**src/rtl/button_event_controller.sv**
```systemverilog
// rtl/button_event_controller.sv - debounced push-button levels, press/release/repeat pulses and a queued event stream
module button_event_controller #(
  parameter int NUM_BUTTONS     = 4,
  parameter int DEBOUNCE_CYCLES = 1000000,
  parameter int REPEAT_DELAY    = 25000000,
  parameter int REPEAT_RATE     = 5000000,
  parameter int CNT_WIDTH       = 25,
  parameter int FIFO_DEPTH      = 4
) (
  input  logic                   clk,
  input  logic                   reset_n,
  input  logic [NUM_BUTTONS-1:0] buttons_n,
  output logic [NUM_BUTTONS-1:0] pressed,
  output logic [NUM_BUTTONS-1:0] press_pulse,
  output logic [NUM_BUTTONS-1:0] release_pulse,
  output logic [NUM_BUTTONS-1:0] repeat_pulse,
  output logic                   event_valid,
  output logic [1:0]             event_button,
  output logic [1:0]             event_type,
  input  logic                   event_ack,
  output logic                   overflow
);

  localparam int AW = $clog2(FIFO_DEPTH);
  localparam logic [AW:0] FULL_CNT = (AW+1)'(FIFO_DEPTH);
  localparam logic [CNT_WIDTH-1:0] DB_LAST    = CNT_WIDTH'(DEBOUNCE_CYCLES - 1);
  localparam logic [CNT_WIDTH-1:0] DELAY_LAST = CNT_WIDTH'((REPEAT_DELAY > 0) ? REPEAT_DELAY - 1 : 0);
  localparam logic [CNT_WIDTH-1:0] RATE_LAST  = CNT_WIDTH'(REPEAT_RATE - 1);
  localparam logic RPT_EN = (REPEAT_DELAY != 0);

  localparam logic [1:0] TYPE_PRESS   = 2'b01;
  localparam logic [1:0] TYPE_RELEASE = 2'b10;
  localparam logic [1:0] TYPE_REPEAT  = 2'b11;

  // Per-button front end: synchronizer, debounce and auto-repeat
  for (genvar i = 0; i < NUM_BUTTONS; i++) begin : g_btn
    logic [1:0]           sync_ff;
    logic                 sync_lvl;
    logic                 stable_q;
    logic [CNT_WIDTH-1:0] db_cnt;
    logic                 flip;
    logic                 press_q;
    logic                 rel_q;
    logic                 rpt_q;
    logic [CNT_WIDTH-1:0] rpt_cnt;
    logic [CNT_WIDTH-1:0] rpt_last;
    logic                 rpt_phase;

    assign sync_lvl = ~sync_ff[1];
    assign flip     = (sync_lvl != stable_q) && (db_cnt == DB_LAST);
    assign rpt_last = rpt_phase ? RATE_LAST : DELAY_LAST;

    always_ff @(posedge clk or negedge reset_n) begin
      if (!reset_n) begin
        sync_ff   <= 2'b11;
        stable_q  <= 1'b0;
        db_cnt    <= '0;
        press_q   <= 1'b0;
        rel_q     <= 1'b0;
        rpt_q     <= 1'b0;
        rpt_cnt   <= '0;
        rpt_phase <= 1'b0;
      end else begin
        sync_ff <= {sync_ff[0], buttons_n[i]};
        press_q <= flip && !stable_q;
        rel_q   <= flip && stable_q;
        rpt_q   <= 1'b0;

        if (sync_lvl == stable_q) begin
          db_cnt <= '0;
        end else if (flip) begin
          db_cnt   <= '0;
          stable_q <= ~stable_q;
        end else begin
          db_cnt <= db_cnt + 1'b1;
        end

        // A flip edge is either the press (restart) or the release (no repeat allowed)
        if (!stable_q || flip || !RPT_EN) begin
          rpt_cnt   <= '0;
          rpt_phase <= 1'b0;
        end else if (rpt_cnt == rpt_last) begin
          rpt_q     <= 1'b1;
          rpt_cnt   <= '0;
          rpt_phase <= 1'b1;
        end else begin
          rpt_cnt <= rpt_cnt + 1'b1;
        end
      end
    end

    assign pressed[i]       = stable_q;
    assign press_pulse[i]   = press_q;
    assign release_pulse[i] = rel_q;
    assign repeat_pulse[i]  = rpt_q;
  end

  logic [NUM_BUTTONS-1:0] pend_press;
  logic [NUM_BUTTONS-1:0] pend_rel;
  logic [NUM_BUTTONS-1:0] pend_rpt;
  logic [NUM_BUTTONS-1:0] sel_press;
  logic [NUM_BUTTONS-1:0] sel_rel;
  logic [NUM_BUTTONS-1:0] sel_rpt;
  logic [NUM_BUTTONS-1:0] clr_press;
  logic [NUM_BUTTONS-1:0] clr_rel;
  logic [NUM_BUTTONS-1:0] clr_rpt;
  logic                   sel_valid;
  logic [1:0]             sel_btn;
  logic [1:0]             sel_type;

  // Lowest button wins; within a button press beats repeat beats release
  always_comb begin
    sel_valid = 1'b0;
    sel_btn   = 2'b00;
    sel_type  = 2'b00;
    sel_press = '0;
    sel_rel   = '0;
    sel_rpt   = '0;
    for (int b = 0; b < NUM_BUTTONS; b++) begin
      if (!sel_valid) begin
        if (pend_press[b]) begin
          sel_valid    = 1'b1;
          sel_btn      = 2'(b);
          sel_type     = TYPE_PRESS;
          sel_press[b] = 1'b1;
        end else if (pend_rpt[b]) begin
          sel_valid  = 1'b1;
          sel_btn    = 2'(b);
          sel_type   = TYPE_REPEAT;
          sel_rpt[b] = 1'b1;
        end else if (pend_rel[b]) begin
          sel_valid  = 1'b1;
          sel_btn    = 2'(b);
          sel_type   = TYPE_RELEASE;
          sel_rel[b] = 1'b1;
        end
      end
    end
  end

  logic [3:0]  mem [FIFO_DEPTH];
  logic [AW-1:0] wr_ptr;
  logic [AW-1:0] rd_ptr;
  logic [AW:0]   count;
  logic          pop;
  logic          push;
  logic          full;

  assign full        = (count == FULL_CNT);
  assign event_valid = (count != '0);
  assign pop         = event_valid && event_ack;
  assign push        = sel_valid && (!full || pop);
  assign {event_button, event_type} = mem[rd_ptr];

  assign clr_press = push ? sel_press : '0;
  assign clr_rel   = push ? sel_rel   : '0;
  assign clr_rpt   = push ? sel_rpt   : '0;

  always_ff @(posedge clk or negedge reset_n) begin
    if (!reset_n) begin
      pend_press <= '0;
      pend_rel   <= '0;
      pend_rpt   <= '0;
      overflow   <= 1'b0;
    end else begin
      pend_press <= (pend_press & ~clr_press) | press_pulse;
      pend_rel   <= (pend_rel & ~clr_rel) | release_pulse;
      pend_rpt   <= (pend_rpt & ~clr_rpt) | repeat_pulse;
      // A bit still set after this edge's push means the new pulse collides
      if (|(press_pulse & pend_press & ~clr_press) ||
          |(release_pulse & pend_rel & ~clr_rel) ||
          |(repeat_pulse & pend_rpt & ~clr_rpt)) begin
        overflow <= 1'b1;
      end
    end
  end

  always_ff @(posedge clk or negedge reset_n) begin
    if (!reset_n) begin
      for (int k = 0; k < FIFO_DEPTH; k++) mem[k] <= 4'b0000;
      wr_ptr <= '0;
      rd_ptr <= '0;
      count  <= '0;
    end else begin
      if (push) begin
        mem[wr_ptr] <= {sel_btn, sel_type};
        wr_ptr      <= wr_ptr + 1'b1;
      end
      if (pop) rd_ptr <= rd_ptr + 1'b1;
      case ({push, pop})
        2'b10:   count <= count + 1'b1;
        2'b01:   count <= count - 1'b1;
        default: count <= count;
      endcase
    end
  end

endmodule
```
**config.mk**
```make
export PLATFORM = sky130hd
export DESIGN_NAME = button_event_controller
export DESIGN_NICKNAME = d
export VERILOG_FILES = /design/src/rtl/button_event_controller.sv
export SDC_FILE = /design/constraint.sdc
export NUM_CORES = 1
export LEC_CHECK = 0
export CELL_PAD_IN_SITES_DETAIL_PLACEMENT = 0
export CELL_PAD_IN_SITES_GLOBAL_PLACEMENT = 1
export CORE_UTILIZATION = 50
export CTS_BUF_LIST = sky130_fd_sc_hd__clkbuf_4 sky130_fd_sc_hd__clkbuf_8
export CTS_CLUSTER_SIZE = 14
export DETAILED_ROUTE_END_ITERATION = 8
export PLACE_DENSITY_LB_ADDON = 0.1
export SETUP_SLACK_MARGIN = 0.2
export SKIP_LAST_GASP = 1
export SLEW_MARGIN = 20
export SYNTH_ARGS = -nofsm -noshare
export SYNTH_HDL_FRONTEND = slang
export SYNTH_SLANG_ARGS = --single-unit
export TNS_END_PERCENT = 5
```
**constraint.sdc**
```tcl
create_clock -name clk -period 3.05 [get_ports clk]
set_clock_uncertainty 0.05 [all_clocks]
set_input_delay 0.7625 -clock clk [delete_from_list [all_inputs] [get_ports clk]]
set_output_delay 0.7625 -clock clk [all_outputs]
set_load 0.02 [all_outputs]
```
==> flow_summary_export.csv <==
group,metric,value,unit
setup_path,cp.required,2.24,ns
clock_tree,htree_levels,2,
sta,final_max_slew_viol_count,0,
sta,hold_viol,0,
route,vias,9080,
route,viasPerCell,5.35,
setup_path,rr_endpoint,"g_btn[3].rpt_cnt[19]",
floorplan,start_util,51.1,%
sta,timing.hold.ws,0.151,ns
synthesis,yosys_warnings,0,
synthesis,synth_nets,1309,
setup_path,reg2reg_depth,5,
setup_path,crit_type,"flip-flop to primary output",
synthesis,synth_seq_area_share,51.4,%
finish,seq_area,0.00662,sq mm
power_and_ir_drop,vdd_drop_max,0.397,mV
global_routing,grt_max_degree,76,
floorplan,die_h,162,um
clock_tree,clk_latency,0.55,ns
finish,multiInputGateArea,0.00582,sq mm
sta,final.min_clock_period,2.93,ns
floorplan,die-area,0.0264,sq mm
sta,rsz0062_at_grt,"yes",
setup_path,critical_path.max_fanout,6,
placed_design,hpwl,16.9,mm
run,maxCapViolCount,0,
setup_path,cp.arrival,2.12,ns
clock_tree,clk_pin_slew,0.06,ns
sta,setup_violations,0,
route,totalWireLength,25.3,mm
synthesis,syn_area,0.0129,sq mm
floorplan,row_count,58,
placed_design,globalplace.congestion,0.798,
setup_path,r2r_slack,0.57,ns
route,wl_per_cell,14.9,um
sta,tightest_slew,0.603,ns
floorplan,io_pins,29,
synthesis,synth_cell_types,61,
synthesis,synth_area_per_cell,9.99,sq um
setup_path,critPathMaxStageDelay,0.56,ns
setup_path,cp-startpoint,"rd_ptr[0]",
finish,antenna_cells,0,
finish,area_growth,12.5,%
global_routing,grt_overflow,0,
global_routing,grt_pass1_wl,43.7,mm
synthesis,synthFlopType,"dfrtp_1",
clock_tree,cts.path.max_buffers,3,
finish,fill_cells,2210,
finish,drive_above_1_share,10.1,%
sta,max_slew_margin,58.7,%
global_routing,antenna_found_initial,0,
synthesis,synth_edf_count,0,
sta,post-route-period-util,96.0,%
route,antenna_left,0,
setup_path,setup.worst_path.start_class,"flip-flop",
route,drc_errors,0,
finish,nets,1360,
sta,fmax,0.341,GHz
floorplan,die_x,162,um
sta,tns,0,ns
clock_tree,cts_sinks,264,
route,dr.pass1.iters,5,
clock_tree,cts_root_buf,"clkbuf_8",
clock_tree,cts_inserted_buffers,45,
synthesis,ys_ff_latch,264,
power_and_ir_drop,leakagePower,6.27,nW
outcome,status,"completed",
power_and_ir_drop,power_density,507,mW/mm^2
placed_design,port_buffers,28,
floorplan,core_region_area,0.0252,sq mm
setup_path,worstPathCellList,"mux4_2, clkdlybuf4s50_1",
setup_path,endpoint_kind,"primary output",
power_and_ir_drop,finalPower,7.33,mW
synthesis,async_reset_ff_share,100,%
clock_tree,cts_tree,"yes",
global_routing,grt_usage,20.1,%
setup_path,r2r_start,"g_btn[3].rpt_cnt[9]",
global_routing,grt_pass1_vias,8965,
route,first_iter_violations,539,
synthesis,netlist_instances,1288,
min_path,min_path_type,"input pin to asynchronous set/reset pin",
setup_path,slowest_stage,"clkdlybuf4s50_1",
[state kept, by name, indices dropped and copies added, names as in the netlist]
name	flops
overflow	1
mem	16
g_btn.db_cnt	100
count	3
g_btn.sync_ff	8
g_btn.rpt_cnt	100
g_btn.rpt_q	4
pend_press	4
g_btn.rpt_phase	4
g_btn.press_q	4
g_btn.stable_q	4
rd_ptr	2
g_btn.rel_q	4
wr_ptr	2
pend_rpt	4
pend_rel	4
[stage by stage]
stage / cell area (sq um) / utilization [%] / worst slack, ns / instances
2_1_floorplan: 12900 / - / 0.219 / 1288
3_3_place_gp: 13500 / 53.6 / 0.131 / 1622
3_5_place_dp: 13500 / 53.6 / 0.0465 / 1622
4_1_cts: 14500 / 57.5 / 0.0237 / 1698
5_1_grt: 14500 / 57.5 / 0.0380 / 1698
6_report: 14500 / 57.5 / 0.122 / 1698
[routing by layer]
layer	global-route usage, %	share of wire, %	vias to the layer above
li1	-	-	4532
met1	28.1	48	4402
met2	31.8	46	109
met3	3.77	3.7	37
met4	6.35	1.8	0
met5	0	0	-
[power by group]
part | leakage [nW] | internal, mW | switching, mW
clock | 0.504 | 1.96 | 1.40
sequential | 3.64 | 3.57 | 0.0789
combinational | 2.13 | 0.137 | 0.187
[worst max-delay path: cells and delay by family (launching register included)]
family                 cells  cell delay (ns)
buffers and inverters      1             0.56
flip-flops                 1             0.48
multiplexers               1             0.53
[how the worst max path moves through the flow]
stage | to | slack (ns)
2_1_floorplan | count[2] | 0.22
3_3_place_gp | count[2] | 0.13
3_5_place_dp | count[2] | 0.05
4_1_cts | event_type[0] | 0.02
5_1_grt | event_button[1] | 0.04
6_report | event_button[1] | 0.12
[cells in the mapped netlist (13+ instances only)]
cell / instances / share of area, %
nand4_1: 57 / 2.8
nand2_1: 83 / 2.4
xor2_1: 131 / 8.9
dfrtp_1: 256 / 50
nor3_1: 34 / 1.3
inv_1: 29 / 0.85
xnor2_1: 67 / 4.6
ha_1: 13 / 1.3
clkbuf_1: 19 / 0.55
nor2_1: 244 / 7.1
buf_4: 18 / 1.1
and4_1: 20 / 1.4
nor4_1: 33 / 1.6
nand3_1: 101 / 3.9
and3_1: 31 / 1.5
[area by class of cell]
class / count / share of cell area [%]
flip-flops and latches: 264 / 45.7
multi-input cells: 942 / 40.2
clock buffers: 67 / 5.94
repair buffers: 57 / 3.83
well taps: 330 / 2.85
inverters: 29 / 0.752
clock inverters: 9 / 0.692
[timing repair]
action                     in CTS  in global routing
gates resized for setup         2                  1
pin swaps                       0                  0
buffers inserted                0                  0
hold buffers                    0                  0
setup endpoints to repair       4                  3
[cell families after synthesis]
group / synth area share (%)
compound gates: 2.91
xor+xnor: 13.5
fa+ha+maj: 1.42
buf+inv: 3.36
flops: 51.4
mux: 1.48
simple gates: 25.9
[cell usage in the layout (no fill, tap or decap), drive strengths merged, types with 7 or more instances in the layout]
cell             n
a21o             8
and2             8
and3            31
and4            20
buf             30
clkbuf          67
clkdlybuf4s50   25
dfrtp          256
dfstp            8
ha              13
inv             29
mux2             8
nand2           83
nand2b           9
nand3          101
nand4           57
nor2           244
nor3            34
nor4            33
nor4b            9
o21ai            9
or3              7
xnor2           67
xor2           131
(Power assumes the default switching activity.)
